[src/rtl/reg_file_pkg.sv]
// Shared definitions for the MIPS register file slice.
// Optional feature macro: REG_FILE_BYPASS_EN (undefined by default; define it
// to forward same-cycle write data onto the read ports).
package reg_file_pkg;

    // Default geometry of the general-purpose register file
    localparam int unsigned DEF_DATA_W = 32;
    localparam int unsigned DEF_ADDR_W = 5;

    // Architecturally special register indices
    localparam logic [4:0] REG_ZERO = 5'd0;
    localparam logic [4:0] REG_RA   = 5'd31;

endpackage

[src/rtl/reg_file_if.sv]
// Register-file bus: two read ports plus the write-back write port.
interface reg_file_if
    import reg_file_pkg::*;
#(
    parameter int unsigned DATA_W = DEF_DATA_W,
    parameter int unsigned ADDR_W = DEF_ADDR_W
);

    logic [ADDR_W-1:0] A1;
    logic [ADDR_W-1:0] A2;
    logic [ADDR_W-1:0] A3;
    logic [DATA_W-1:0] WD;
    logic              RegWrite;
    logic [DATA_W-1:0] RD1;
    logic [DATA_W-1:0] RD2;

    // Datapath side: issues read indices and write-back traffic
    modport master (
        output A1, A2, A3, WD, RegWrite,
        input  RD1, RD2
    );

    // Register file side
    modport slave (
        input  A1, A2, A3, WD, RegWrite,
        output RD1, RD2
    );

endinterface

[src/rtl/reg_file_read_port.sv]
// Combinational read port: forces $0 to zero and, when REG_FILE_BYPASS_EN is
// defined, forwards the in-flight write data on an index match.
module reg_read_port
    import reg_file_pkg::*;
#(
    parameter int unsigned DATA_W = DEF_DATA_W,
    parameter int unsigned ADDR_W = DEF_ADDR_W
) (
    input  logic [ADDR_W-1:0] i_addr,
    input  logic [DATA_W-1:0] i_data,
`ifdef REG_FILE_BYPASS_EN
    input  logic              i_fwd_en,
    input  logic [ADDR_W-1:0] i_wr_addr,
    input  logic [DATA_W-1:0] i_wr_data,
`endif
    output logic [DATA_W-1:0] o_rd
);

    // Select array data, optional forwarded data, and $0 override (highest priority)
    always_comb begin
        o_rd = i_data;
`ifdef REG_FILE_BYPASS_EN
        if (i_fwd_en && (i_addr == i_wr_addr)) begin
            o_rd = i_wr_data;
        end
`endif
        if (i_addr == ADDR_W'(REG_ZERO)) begin
            o_rd = '0;
        end
    end

endmodule

[src/rtl/reg_file.sv]
// 32 x 32-bit MIPS register file: two asynchronous read ports, one synchronous
// write port, synchronous active-high reset. Optional macro REG_FILE_BYPASS_EN
// enables same-cycle write-to-read forwarding.
module reg_file
    import reg_file_pkg::*;
#(
    parameter int unsigned DATA_W = DEF_DATA_W,
    parameter int unsigned ADDR_W = DEF_ADDR_W
) (
    input  logic             clk,
    input  logic             reset,
    reg_file_if.slave        bus
);

    logic [DATA_W-1:0] r_regs [2**ADDR_W];
    logic              w_wr_en;
    logic [DATA_W-1:0] w_rd1_raw;
    logic [DATA_W-1:0] w_rd2_raw;

    assign w_wr_en   = bus.RegWrite && (bus.A3 != ADDR_W'(REG_ZERO));
    assign w_rd1_raw = r_regs[bus.A1];
    assign w_rd2_raw = r_regs[bus.A2];

    // Storage update: reset clears every entry and overrides any pending write
    always_ff @(posedge clk) begin
        if (reset) begin
            r_regs <= '{default: '0};
        end else if (w_wr_en) begin
            r_regs[bus.A3] <= bus.WD;
        end
    end

`ifdef REG_FILE_BYPASS_EN
    logic w_fwd_en;
    // Forwarding only when the write will actually land this edge
    assign w_fwd_en = w_wr_en && !reset;
`endif

    reg_read_port #(
        .DATA_W(DATA_W),
        .ADDR_W(ADDR_W)
    ) u_rd1 (
        .i_addr    (bus.A1),
        .i_data    (w_rd1_raw),
`ifdef REG_FILE_BYPASS_EN
        .i_fwd_en  (w_fwd_en),
        .i_wr_addr (bus.A3),
        .i_wr_data (bus.WD),
`endif
        .o_rd      (bus.RD1)
    );

    reg_read_port #(
        .DATA_W(DATA_W),
        .ADDR_W(ADDR_W)
    ) u_rd2 (
        .i_addr    (bus.A2),
        .i_data    (w_rd2_raw),
`ifdef REG_FILE_BYPASS_EN
        .i_fwd_en  (w_fwd_en),
        .i_wr_addr (bus.A3),
        .i_wr_data (bus.WD),
`endif
        .o_rd      (bus.RD2)
    );

endmodule

[src/flat_wrapper.sv]
// flat-port wrapper written by rule: the top's interface ports become plain ports
module reg_file_flat import reg_file_pkg::*;
#(
    parameter int unsigned DATA_W = DEF_DATA_W,
    parameter int unsigned ADDR_W = DEF_ADDR_W
)
  (clk, reset, bus_A1, bus_A2, bus_A3, bus_WD, bus_RegWrite, bus_RD1, bus_RD2);
  reg_file_if #(.DATA_W(DATA_W), .ADDR_W(ADDR_W)) bus_i ();
  input  logic clk;
  input  logic reset;
  input wire logic [$bits(bus_i.A1)-1:0] bus_A1;
  input wire logic [$bits(bus_i.A2)-1:0] bus_A2;
  input wire logic [$bits(bus_i.A3)-1:0] bus_A3;
  input wire logic [$bits(bus_i.WD)-1:0] bus_WD;
  input wire logic [$bits(bus_i.RegWrite)-1:0] bus_RegWrite;
  output wire logic [$bits(bus_i.RD1)-1:0] bus_RD1;
  output wire logic [$bits(bus_i.RD2)-1:0] bus_RD2;
  assign bus_i.A1 = bus_A1;
  assign bus_i.A2 = bus_A2;
  assign bus_i.A3 = bus_A3;
  assign bus_i.WD = bus_WD;
  assign bus_i.RegWrite = bus_RegWrite;
  assign bus_RD1 = bus_i.RD1;
  assign bus_RD2 = bus_i.RD2;
  reg_file #(.DATA_W(DATA_W), .ADDR_W(ADDR_W)) u_core (.clk(clk), .reset(reset), .bus(bus_i));
endmodule
[config.mk]
export PLATFORM = sky130hd
export DESIGN_NAME = reg_file_flat
export DESIGN_NICKNAME = d
export VERILOG_FILES = /design/src/rtl/reg_file_pkg.sv /design/src/rtl/reg_file_if.sv /design/src/rtl/reg_file_read_port.sv /design/src/rtl/reg_file.sv /design/src/flat_wrapper.sv
export SDC_FILE = /design/constraint.sdc
export NUM_CORES = 2
export LEC_CHECK = 0
export CORE_MARGIN = 4
export CORE_UTILIZATION = 46
export CTS_CLUSTER_SIZE = 20
export DETAILED_ROUTE_END_ITERATION = 10
export HOLD_SLACK_MARGIN = 0.15
export SETUP_SLACK_MARGIN = 0.02
export SKIP_CTS_REPAIR_TIMING = 1
export SYNTH_ARGS = -nofsm -noshare
export SYNTH_HDL_FRONTEND = slang
export SYNTH_SLANG_ARGS = --single-unit
[constraint.sdc]
create_clock -name clk -period 2.9 [get_ports clk]
set_input_delay 0.725 -clock clk [delete_from_list [all_inputs] [get_ports clk]]
set_output_delay 0.725 -clock clk [all_outputs]
set_load 0.1 [all_outputs]
==> impl_results.md <==
* Setup violators final at 64
* Cells after Synth at 5,850
* Layout cells sized above 1 at 0.304
* Cell mode on critical path: buf_12
* Synth top cells by count: nand2_1 (2,047), dfxtp_1 (1,024), a21oi_1 (992)
* Most frequent cell after synthesis: nand2_1
* Gate power share at 0.147
* Crit Path Category: in -> out
* Netlist Area Pre-Place at 51,900 um^2
* TritonRoute pass-1 iters at 7
* CP Launch Type: primary input
* Switching share of power at 0.270
* Post-synth EDFFs at 0
* Crit-path leading delay family: compound AO/OA/AOI/OAI gates
* Maxcap violations at 0
* Flop pwr share at 0.414
* Buf+Inv Stages, Crit Path at 5
* Fmax at around 0.30 GHz
* Dpl ws at -0.816 ns
* Count of different cell masters after synthesis at 39
* GPL Wtd Cong at 0.917
* Fin Setup TNS at -23.45 ns
* Chip width at 344 um
* Worst-Margin Slew at about 0.86 ns
* Syn_area_per_cell at ~8.9 um^2
* Crit end category: output pin
* Worst R2R Path Depth at 2
* CP endpoint: bus_RD1[29]
* Core Footprint at 111,000 um^2
* Final setup margin at -0.446 ns
* Die area at 118,000 um^2
* CP max stage delay at 0.38 ns
* Area Growth Syn to Fin at 32.8%
* Cell Pwr Density at 499 nW/um^2
* Num rows at 122
* Post-synth top area cell: dfxtp_1
* Worst vdd ir at between 0.5 and 0.6 mV
* Starting density of the core at 0.466
* Clk_skew at 0 ns
* Post-DP HPWL at 146,000 um
* Hold Crit Class: in -> reg
* Clock latency at the later pin of the worst-skew pair at 0.70 ns
* Sw Pwr at between 0.009 and 0.01 W
* YS warnings at 0
* DR vias at between 50,000 and 60,000
* Synth async-reset ratio at 0
* Post-synth net total at slightly below 6,000
* Ranking of synthesized cells by area: dfxtp_1 (39%), mux4_2 (19%), nand2_1 (15%)
* CTS tree: done
* Critical Path AT at 2.62 ns
* First-pass GRT wire length at 316,000 um
* Stages on the worst setup path at 9
* Routed Antenna Nets at 0
* Outcome: complete, but fails checks
* Largest net degree at the start of global routing at 114
* Die Ht at between 300 and 400 um
* Top reg by flops: u_core.r_regs
* Post-layout nets at roughly 6,300
* Final hold vios at 0
* Unrepaired setup endpoints after global routing: true
* Crit-path slowest cell: a311oi_4
* Leading register cell type out of synthesis: dfxtp_1
* Clock buffer depth at 3
* I/O Buffers at 113
* Synth Register Bits at between 1,000 and 1,500
* Global-route usage over all layers at 0.362
* Vias in the first global route at approximately 46,000
* Reg2Reg Setup Slack at around 2.2 ns
* Pins Over Slew Limit at 0
* Relative slew slack at 0.423
* Hold_ws at 0.430 ns
* Ports at 114
* Critical Path Fanout Max at 7
* Vias per cell at 6.43
* Initial drt markers at 7,729
* Critical path required time at 2.17 ns
* Critical path cell sequence: clkbuf_16, nor2b_4, buf_12, buf_12, a221oi_2, o21ai_1, buf_4, a311oi_4, buf_12
* Clk root buf: clkbuf_16
* Synth top area share at 0.395
* Internal power at 0.0251 W
* Worst R2R End: u_core.r_regs[646]$_SDFFE_PP0P_
* Clk pwr share at 0.439
* Total wire length at 231,000 um
* CTS Buf Count at 111
* H-tree depth at 3
* Congestion Overflow GR at 0
* Post-Route Utilization at 0.619
* Largest register FFs at 1,024
* Initial antenna violation count at 8
* Routed WL per cell at approximately 29 um
* Register area share after synthesis at 0.395
* Violated checks: negative setup slack
* Final period util at 1.15
* CTS Sinks at approximately 1,000
* Fill count at 8,953
* Residual DRC at 0
* Critical Path Start: bus_A1[1]
* Final min period at 3.35 ns
* Lkg Pwr at 23.4 nW
* R2r startpoint: u_core.r_regs[646]$_SDFFE_PP0P_
* Clock-pin slew of the registers on the worst-case setup and hold paths at 0.06 ns
* Largest regs: u_core.r_regs: 1024 flops
routing by layer:
metal / global-route usage / part of all wire / vias up
met5: 0.00204 / 0.00068 / -
li1: - / - / 21353
met1: 0.484 / 0.37 / 24558
met3: 0.0863 / 0.13 / 854
met4: 0.206 / 0.070 / 6
met2: 0.540 / 0.43 / 3632
stage by stage:
| stage | instance area, um^2 | cells | total power, W |
|---|---|---|---|
| finish | 68900 | 7836 | 0.0344 |
| floorplan | 54000 | 5850 | 0.0171 |
| detailed placement | 61600 | 7480 | 0.0190 |
| global placement | 61600 | 7480 | 0.0190 |
| global route | 68900 | 7833 | 0.0351 |
| CTS | 65400 | 7688 | 0.0338 |
power groups by stage:
stage               Clock (W)  Combinational [W]  Sequential, W
CTS                    0.0152            0.00443         0.0142
floorplan                   0            0.00257         0.0145
global placement            0            0.00441         0.0145
finish                 0.0151            0.00507         0.0142
global route           0.0157            0.00517         0.0142
detailed placement          0            0.00442         0.0146
cell type report:
cell class / count / area, um^2 / area share
multi-input combinational: 4219 / 31400 / 0.455
clock inverter: 38 / 465 / 0.00675
antenna: 9 / 22.5 / 0.000327
clock buffer: 170 / 3400 / 0.0494
timing repair buffer: 886 / 11300 / 0.164
inverter: 2 / 12.5 / 0.000182
tap: 1488 / 1860 / 0.0270
sequential: 1024 / 20500 / 0.297
worst min path at each step:
| stage | start | to | cells after the start |
|---|---|---|---|
| after CTS | reset | u_core.r_regs[132]$_SDFFE_PP0P_ | 2 |
| after detailed placement | u_core.r_regs[66]$_SDFFE_PP0P_ | u_core.r_regs[66]$_SDFFE_PP0P_ | 2 |
| after floorplan | u_core.r_regs[101]$_SDFFE_PP0P_ | u_core.r_regs[101]$_SDFFE_PP0P_ | 2 |
| after global routing | reset | u_core.r_regs[388]$_SDFFE_PP0P_ | 2 |
| final | reset | u_core.r_regs[98]$_SDFFE_PP0P_ | 2 |
| after global placement | u_core.r_regs[396]$_SDFFE_PP0P_ | u_core.r_regs[396]$_SDFFE_PP0P_ | 2 |
worst register-to-register path: stages, from the launching register on:
cell     delay, ns
dfxtp_1       0.36
nand2_1       0.07
a21oi_1       0.21
logic make-up (layout without fill, tap and decap cells):
group / after synthesis / count (layout) / synth area share
buf+inv: 611 / 1096 / 0.0567
simple gates: 2215 / 2219 / 0.169
mux: 640 / 640 / 0.233
compound gates: 1360 / 1360 / 0.147
other cells: 0 / 9 / 0
flops: 1024 / 1024 / 0.395
cell usage in the layout, fill, tap and decap left out, types with 25 or more instances in the layout:
master           synthesis  layout
a22oi_1                 64      28
clkbuf_16                0     147
a22oi_2                  0      36
nor2_4                   6      35
o21ai_2                  0      59
buf_16                   0      25
dfxtp_1               1024    1024
a221oi_2                 0      41
a211oi_2                 0      38
nand2_2                  0      27
clkdlybuf4s50_1          0      38
buf_4                   47     481
mux2i_1                128     127
a21oi_1                992     992
buf_12                   1     262
clkbuf_8                 0      32
mux4_2                 448     448
nor2b_1                 98      73
nand2_1               2047    2020
buf_6                   34      34
mux2_2                  64      41
o21ai_1                 99      40
a311oi_4                 0      64
Power figures use the tool's default switching activity.
